==> config.mk <==
export PLATFORM = sky130hd
export DESIGN_NAME = axi_rd_arbiter
export DESIGN_NICKNAME = d
export VERILOG_FILES = /design/src/rtl/axi_rd_arbiter_pkg.sv /design/src/rtl/axi_rd_line_buf.sv /design/src/rtl/axi_rd_arbiter.sv
export SDC_FILE = /design/constraint.sdc
export NUM_CORES = 1
export LEC_CHECK = 0
export CAP_MARGIN = 5
export CORE_AREA = 4 4 190 192
export DETAILED_ROUTE_END_ITERATION = 12
export DIE_AREA = 0 0 194 196
export PLACE_DENSITY = 0.79
export SYNTH_ARGS = -nofsm -noshare
export SYNTH_HDL_FRONTEND = slang
export SYNTH_SLANG_ARGS = --single-unit
export TNS_END_PERCENT = 1
==> constraint.sdc <==
create_clock -name clk -period 2.6 [get_ports clk]
set_clock_uncertainty 0.15 [all_clocks]
set_input_delay 0.52 -clock clk [delete_from_list [all_inputs] [get_ports clk]]
set_output_delay 0.52 -clock clk [all_outputs]
set_load 0.05 [all_outputs]
==> src/rtl/axi_rd_arbiter_pkg.sv <==
// Shared definitions for the two-cache AXI4 read arbiter: FSM encoding,
// fixed AR-channel constants and owner encoding.
package axi_rd_arbiter_pkg;

  typedef enum logic [1:0] {
    ST_IDLE = 2'd0,
    ST_ADDR = 2'd1,
    ST_DATA = 2'd2,
    ST_RESP = 2'd3
  } state_e;

  localparam logic [2:0] ARSIZE_4B    = 3'b010;
  localparam logic [1:0] ARBURST_INCR = 2'b01;
  localparam logic [7:0] LINE_ARLEN   = 8'd3;
  localparam logic [7:0] UNC_ARLEN    = 8'd0;

  localparam logic OWN_IC = 1'b0;
  localparam logic OWN_DC = 1'b1;

  // Line requests start on a 16-byte boundary; uncached words keep their address.
  function automatic logic [31:0] ar_addr(input logic [31:0] addr, input logic uncached);
    return uncached ? addr : {addr[31:4], 4'b0000};
  endfunction

endpackage

==> src/rtl/axi_rd_line_buf.sv <==
// 4x32 beat assembler: each write lands in word beat_cnt; an uncached write
// zero-fills the rest of the line. o_line reflects the line including the current beat.
module axi_rd_line_buf
  import axi_rd_arbiter_pkg::*;
(
  input  logic         i_clk,
  input  logic         i_rst,
  input  logic         i_clear,
  input  logic         i_wr,
  input  logic         i_uncached,
  input  logic [31:0]  i_wdata,
  output logic [127:0] o_line
);

  logic [127:0] r_line;
  logic [1:0]   r_cnt;
  logic [127:0] w_line_nxt;

  always_comb begin
    w_line_nxt = i_uncached ? '0 : r_line;
    w_line_nxt[{r_cnt, 5'd0} +: 32] = i_wdata;
  end

  assign o_line = w_line_nxt;

  // Beat counter saturates so a long burst keeps overwriting the top word.
  always_ff @(posedge i_clk) begin
    if (i_rst || i_clear) begin
      r_cnt <= 2'd0;
    end else if (i_wr && (r_cnt != 2'd3)) begin
      r_cnt <= r_cnt + 2'd1;
    end
  end

  always_ff @(posedge i_clk) begin
    if (i_clear) begin
      r_line <= '0;
    end else if (i_wr) begin
      r_line <= w_line_nxt;
    end
  end

endmodule

==> src/rtl/axi_rd_arbiter.sv <==
// Shares one AXI4 read channel between icache refills and dcache reads,
// one outstanding burst at a time, returning a single-cycle assembled response.
module axi_rd_arbiter
  import axi_rd_arbiter_pkg::*;
#(
  parameter logic [3:0] IC_ARID = 4'd0,
  parameter logic [3:0] DC_ARID = 4'd1,
  parameter bit         RR_EN   = 1'b1
) (
  input  logic         clk,
  input  logic         rst,
  input  logic         ic_ren,
  input  logic [31:0]  ic_raddr,
  output logic         ic_ren_received,
  output logic         ic_rvalid,
  output logic [127:0] ic_rdata,
  output logic         ic_busy,
  input  logic         dc_ren,
  input  logic [31:0]  dc_raddr,
  input  logic         dc_uncached,
  output logic         dc_ren_received,
  output logic         dc_rvalid,
  output logic [127:0] dc_rdata,
  output logic [31:0]  araddr,
  output logic [3:0]   arid,
  output logic [7:0]   arlen,
  output logic [2:0]   arsize,
  output logic [1:0]   arburst,
  output logic         arvalid,
  input  logic         arready,
  input  logic [3:0]   rid,
  input  logic [31:0]  rdata,
  input  logic [1:0]   rresp,
  input  logic         rlast,
  input  logic         rvalid,
  output logic         rready
);

  state_e       r_state;
  state_e       w_state_nxt;
  logic         r_owner;
  logic         r_unc;
  logic         r_last_grant;
  logic [31:0]  r_araddr;
  logic [3:0]   r_arid;
  logic [7:0]   r_arlen;
  logic         r_ic_ren_received;
  logic         r_dc_ren_received;
  logic         r_ic_rvalid;
  logic         r_dc_rvalid;
  logic [127:0] r_ic_rdata;
  logic [127:0] r_dc_rdata;

  logic         w_gnt_owner;
  logic         w_grant;
  logic         w_gnt_unc;
  logic         w_beat;
  logic         w_last_beat;
  logic [127:0] w_line;
  logic         w_unused;

  // rid and rresp are not used: one burst in flight, errors are not reported.
  assign w_unused = ^{rid, rresp};

  always_comb begin
    w_gnt_owner = OWN_IC;
    if (ic_ren && dc_ren) begin
      w_gnt_owner = RR_EN ? ~r_last_grant : OWN_DC;
    end else if (dc_ren) begin
      w_gnt_owner = OWN_DC;
    end
  end

  assign w_grant     = (r_state == ST_IDLE) && (ic_ren || dc_ren);
  assign w_gnt_unc   = (w_gnt_owner == OWN_DC) && dc_uncached;
  assign w_beat      = (r_state == ST_DATA) && rvalid;
  assign w_last_beat = w_beat && rlast;

  always_comb begin
    w_state_nxt = r_state;
    case (r_state)
      ST_IDLE: if (w_grant) w_state_nxt = ST_ADDR;
      ST_ADDR: if (arready) w_state_nxt = ST_DATA;
      ST_DATA: if (w_last_beat) w_state_nxt = ST_RESP;
      ST_RESP: w_state_nxt = ST_IDLE;
      default: w_state_nxt = ST_IDLE;
    endcase
  end

  always_ff @(posedge clk) begin
    if (rst) begin
      r_state           <= ST_IDLE;
      r_owner           <= OWN_IC;
      r_unc             <= 1'b0;
      r_last_grant      <= OWN_IC;
      r_araddr          <= '0;
      r_arid            <= '0;
      r_arlen           <= '0;
      r_ic_ren_received <= 1'b0;
      r_dc_ren_received <= 1'b0;
      r_ic_rvalid       <= 1'b0;
      r_dc_rvalid       <= 1'b0;
      r_ic_rdata        <= '0;
      r_dc_rdata        <= '0;
    end else begin
      r_state           <= w_state_nxt;
      r_ic_ren_received <= w_grant && (w_gnt_owner == OWN_IC);
      r_dc_ren_received <= w_grant && (w_gnt_owner == OWN_DC);
      r_ic_rvalid       <= w_last_beat && (r_owner == OWN_IC);
      r_dc_rvalid       <= w_last_beat && (r_owner == OWN_DC);
      if (w_grant) begin
        r_owner  <= w_gnt_owner;
        r_unc    <= w_gnt_unc;
        r_araddr <= ar_addr((w_gnt_owner == OWN_DC) ? dc_raddr : ic_raddr, w_gnt_unc);
        r_arid   <= (w_gnt_owner == OWN_DC) ? DC_ARID : IC_ARID;
        r_arlen  <= w_gnt_unc ? UNC_ARLEN : LINE_ARLEN;
      end
      // Response data is captured with the last beat so it is ready in RESP.
      if (w_last_beat && (r_owner == OWN_IC)) r_ic_rdata <= w_line;
      if (w_last_beat && (r_owner == OWN_DC)) r_dc_rdata <= w_line;
      if (r_state == ST_RESP) r_last_grant <= r_owner;
    end
  end

  axi_rd_line_buf u_line_buf (
    .i_clk      (clk),
    .i_rst      (rst),
    .i_clear    (w_grant),
    .i_wr       (w_beat),
    .i_uncached (r_unc),
    .i_wdata    (rdata),
    .o_line     (w_line)
  );

  assign arvalid         = (r_state == ST_ADDR);
  assign rready          = (r_state == ST_DATA);
  assign araddr          = r_araddr;
  assign arid            = r_arid;
  assign arlen           = r_arlen;
  assign arsize          = ARSIZE_4B;
  assign arburst         = ARBURST_INCR;
  assign ic_ren_received = r_ic_ren_received;
  assign dc_ren_received = r_dc_ren_received;
  assign ic_rvalid       = r_ic_rvalid;
  assign dc_rvalid       = r_dc_rvalid;
  assign ic_rdata        = r_ic_rdata;
  assign dc_rdata        = r_dc_rdata;
  assign ic_busy         = (r_state != ST_IDLE) && (r_owner == OWN_IC);

endmodule

# [Word level (Yosys, flattened, before mapping)]
# Cells that the tools add are included.
[word_totals] reg_bits=439 wordCells=57 output_inout_bits=312
[op_classes] n_eq_ne=7 reduce_logical=16 shifts=2 bitwise=3 add_sub_neg=2 mux=12
[op_table] op="128-bit bitwise mux" count=1
[op_table] op="128-bit two-way mux" count=1
[op_table] op="32-bit by 9-bit variable shift with 128-bit output, first input constant" count=1
[op_table] op="32-bit by 9-bit variable part select with 128-bit output" count=1
[op_table] op="32-bit two-way mux" count=1
[op_table] op="1-bit logical AND" count=11
[op_table] op="7-bit negator with 9-bit output" count=1
[op_table] op="2-bit two-way mux" count=4
[op_table] op="2-bit case mux with 4 select lines" count=1
[op_table] op="2-bit by 1-bit inequality test with 1-bit output, second input constant" count=3
[op_table] op="2-bit equality test, second input constant" count=2
[op_table] op="4-bit two-way mux" count=1
[op_table] op="1-bit two-way mux" count=3
[op_table] op="1-bit inverter" count=3
[op_table] op="3-bit AND reduction" count=1
[op_table] op="2-bit by 1-bit adder with 2-bit output, second input constant" count=1
[op_table] op="2-bit by 1-bit equality test with 1-bit output, second input constant" count=1
[op_table] op="2-bit zero test" count=1
[op_table] op="1-bit logical OR" count=2
[op_table] op="2-bit inequality test, second input constant" count=1
[op_table] op="2-bit nonzero test" count=1

# [Depth between registers and ports, before layout]
[logic_depth] depth_word=5 mapped_depth=9 depth_no_buf=5

# [Hierarchy]
# Synthesis repeated with hierarchy kept, for this count alone.
[hier_totals] hier_cells=1941 area_unflattened_um2=16742.3
[modules_own_cells] module="axi_rd_arbiter" instances=1 cells_per_inst=1293 area_per_inst_um2=10582.6 seq_area_each_um2=5965.7
[modules_own_cells] module="axi_rd_line_buf" instances=1 cells_per_inst=648 area_per_inst_um2=6159.7 seq_area_each_um2=2602.5

# [Worst setup path after synthesis]
# Ideal clock, no wire load.
[synth_timing] path_type="reg-to-output" from="reg r_state[0]" to="out ic_busy" arrival_time_ns=1.610 setup_slack_ns=0.320 required_time_ns=1.930 path_stages_with_launch=6 path_buffers=2 cell_sequence="dfxtp_1 > inv_1 > ha_1 > buf_2 > buf_1 > nor2_1"
[synth_between] elab_chain_cells=2
[synth_lines] item="start, declared" line="axi_rd_arbiter.sv:39" rtl="state_e r_state;"
[synth_lines] item="start signal, assigned" line="axi_rd_arbiter.sv:106" rtl="r_state <= w_state_nxt;"
[synth_lines] item="2-bit nonzero test" line="axi_rd_arbiter.sv:148" rtl="assign ic_busy = (r_state != ST_IDLE) && (r_owner == OWN_IC);"
[synth_lines] item="1-bit logical AND" line="axi_rd_arbiter.sv:148"
[synth_lines] item="end, declared" line="axi_rd_arbiter.sv:17" rtl="output logic ic_busy,"
# Every way passes these cells.

# [Worst setup path in the final report]
# Ends and elaborated chain as after synthesis.

==> run summary <==
post-DP HPWL: 37.21 mm
total wire length: 56.34 mm
placed cell count: 2416
clock tree sinks: 428
layout net count: 2129
synthesized flop and latch total: 428
r2r worst-path depth: 7
fmax: 0.4002 GHz
Period minus WS final: 2.499 ns
final setup fails: 0
Syn Inst Count: 1704
Critical-path top delay cell: dfxtp_1
Final WS setup: 0.1015 ns
crit-path cells: inv_1 > ha_1 > buf_4 > nor2_1 > buf_12
layout cells sized above 1: 10.14%
period utilization: 96.10%
# IOs: 422
DRC viols: 0
max-slew violation count: 0
number of global-route vias before repair: 14.74k
antenna-violating nets left: 0
DR vias: 15.19k
WHS Path Cells: 2
CTS buffer count: 44
FFs w/ async S/R, synth: 0%
vias per cell: 6.083
CP required: 1.93 ns
Max VDD drop: 0.6068 mV
WP data arrival: 1.83 ns
drt wl/cell: 22.56 um
Synth warnings: 0
R2R setup slack: 0.28 ns
final setup TNS: 0 ns
Worst Hold End: dc_rvalid
worst hold path type: input pin to register
CTS tree: done
RD Place Congestion: 0.8139
Initial Util: 48.30%
final non-filler cell total: 2497
final hold violations: 0
initial antenna violation count: 0
worst-skew pair later-pin latency: 0.53 ns
CP max stage delay: 0.38 ns
largest net degree at the start of global routing: 156
Starting DRT DRC Count: 1433
Worst Hold Launch: rst
crit-path max FO: 6
number of flops mapped to enable cells by yosys: 0
post-synthesis sequential area ratio: 51.61%
Die Height: 196 um
first-pass GRT wire length: 85.74 mm
H-tree levels: 2
reg2reg end: ic_rdata[83]
Most used DFF post-synth: dfxtp_1
FP Rows: 68
leakage: 7.613 nW
Core Area: 34370 um^2
GRT Overall Usage: 27.78%
crit path launch type: register
max cap viols: 0
Reg clk slew, reported paths: 0.06 ns
ANT cells: 0
final instance area: 22540 um^2
Cell Area, Synth: 16600 um^2
worst-margin pin slew: 0.7640 ns
crit path kind: register to primary output
PD cells: 823.5 nW/um^2
status: finished, final reports clean
Unique masters post-synth: 43
total grt overflow: 0
RSZ-0062 raised after global routing: no
hold_buf cts: 0
chip width: 194 um
dpl ws: 0.1504 ns
Area after DPL: 21050 um^2
slew margin rel.: 49.07%
I/O Buffers: 397
Mapped Avg Cell Area: 9.743 um^2
Root Buffer: clkbuf_16
r2r startpoint: r_state[0]
Setup crit end kind: primary output
DRT Pass-1 Iters: 6
CTS max path bufs: 3
Area Overhead vs Synth: 35.78%
DIE AREA: 38020 um^2
Final Util: 65.58%
==> routing by layer <==
metal	up-vias	global-route usage [%]	wire (um)
met2	701	45.36	26730
met3	110	6.406	4580
met5	-	0	0
met4	0	8.958	1756
met1	7384	36.79	23270
li1	6995	-	-
==> critical path, delay by kind of cell (launching register included) <==
kind,cells,cell delay (ns)
buffers and inverters,3,0.43
flip-flops,1,0.38
AND/OR/NAND/NOR,1,0.27
adder cells (fa/ha/maj),1,0.22
==> registers in the layout, indices dropped and copies added, names as in the netlist <==
register and cells:
araddr 32, arlen 1, dc_rdata 128, dc_ren_received 1
dc_rvalid 1, ic_rdata 128, ic_ren_received 1, ic_rvalid 1
r_last_grant 1, r_owner 1, r_state 2, r_unc 1
u_line_buf.r_cnt 2, u_line_buf.r_line 128
==> cells by family after synthesis <==
group	after synthesis	share of synthesized area, %
compound gates	532	27.49
xor+xnor	1	0.05276
simple gates	484	12.73
other cells	2	0.04524
fa+ha+maj	10	0.7536
buf+inv	244	7.144
flops	428	51.61
mux	3	0.1809
==> synthesized netlist by cell type (9+ instances only) <==
cell type	count	share of area, %
nand2_1	12	0.27
dfxtp_1	428	52
a221o_1	18	1.1
nor3_1	62	1.9
a21oi_1	9	0.27
a32o_1	36	2.2
a221oi_2	30	2.7
a32oi_1	133	7.0
a311oi_1	11	0.58
clkbuf_1	106	2.4
nor3b_1	18	0.81
ha_1	10	0.75
nor2_1	358	8.1
buf_4	35	1.6
buf_1	12	0.27
a22oi_1	61	2.8
buf_2	81	2.4
a221oi_1	30	1.6
a211oi_1	186	8.4
==> cells in the final DEF, fill, tap and decap left out, types with 12 or more instances in the layout <==
cell type	n
a221o_1	18
a32oi_1	133
clkdlybuf4s50_1	392
a221oi_1	30
nor3_1	62
nor2_1	354
a211oi_1	186
buf_4	65
buf_12	27
dfxtp_1	428
a22oi_1	61
a221oi_2	30
nor3b_1	18
clkbuf_16	45
a32o_1	36
conb_1	14
clkbuf_8	13
nand2_1	12
==> stage by stage <==
stage	power, mW	hold WS (ns)
floorplan	10.51	0.2822
global placement	12.14	0.2921
detailed placement	12.24	0.3005
CTS	18.62	0.2297
global route	19.17	0.2430
finish	18.57	0.2490
==> power breakdown <==
| part | total [mW] | internal, mW | leakage [nW] | switching [mW] |
|---|---|---|---|---|
| logic | 4.85 | 1.57 | 3.42 | 3.29 |
| registers | 7.29 | 7.01 | 3.46 | 0.277 |
| clock network | 6.42 | 3.85 | 0.731 | 2.57 |
| total | 18.6 | 12.4 | 7.61 | 6.14 |
==> worst max path at each step <==
stage,endpoint,slack [ns],startpoint,cells after the start
after floorplan,ic_busy,0.32,r_state[0],5
after global placement,ic_rdata[81],0.23,rvalid,6
after detailed placement,ic_rdata[81],0.15,rvalid,6
after CTS,ic_rdata[43],0.11,ic_rdata[43],1
after global routing,ic_busy,0.04,r_state[0],5
final,ic_busy,0.10,r_state[0],5
==> area by class of cell <==
type                            instances  area [um^2]
Multi-Input combinational cell       1044         6928
Tap cell                              455        569.3
Timing Repair Buffer                  486         4976
Fill cell                            2694        11830
Clock buffer                           68         1343
Clock inverter                         11        140.1
Sequential cell                       428         8568
Inverter                                5        18.77
==> repair_timing <==
item / 4_1_cts / 5_1_grt
endpoints found under the setup margin: 1 / 1
endpoints found under the hold margin: 0 / 0
buffers inserted: 0 / 2
resized for setup: 1 / 0
(Power assumes the default switching activity.)
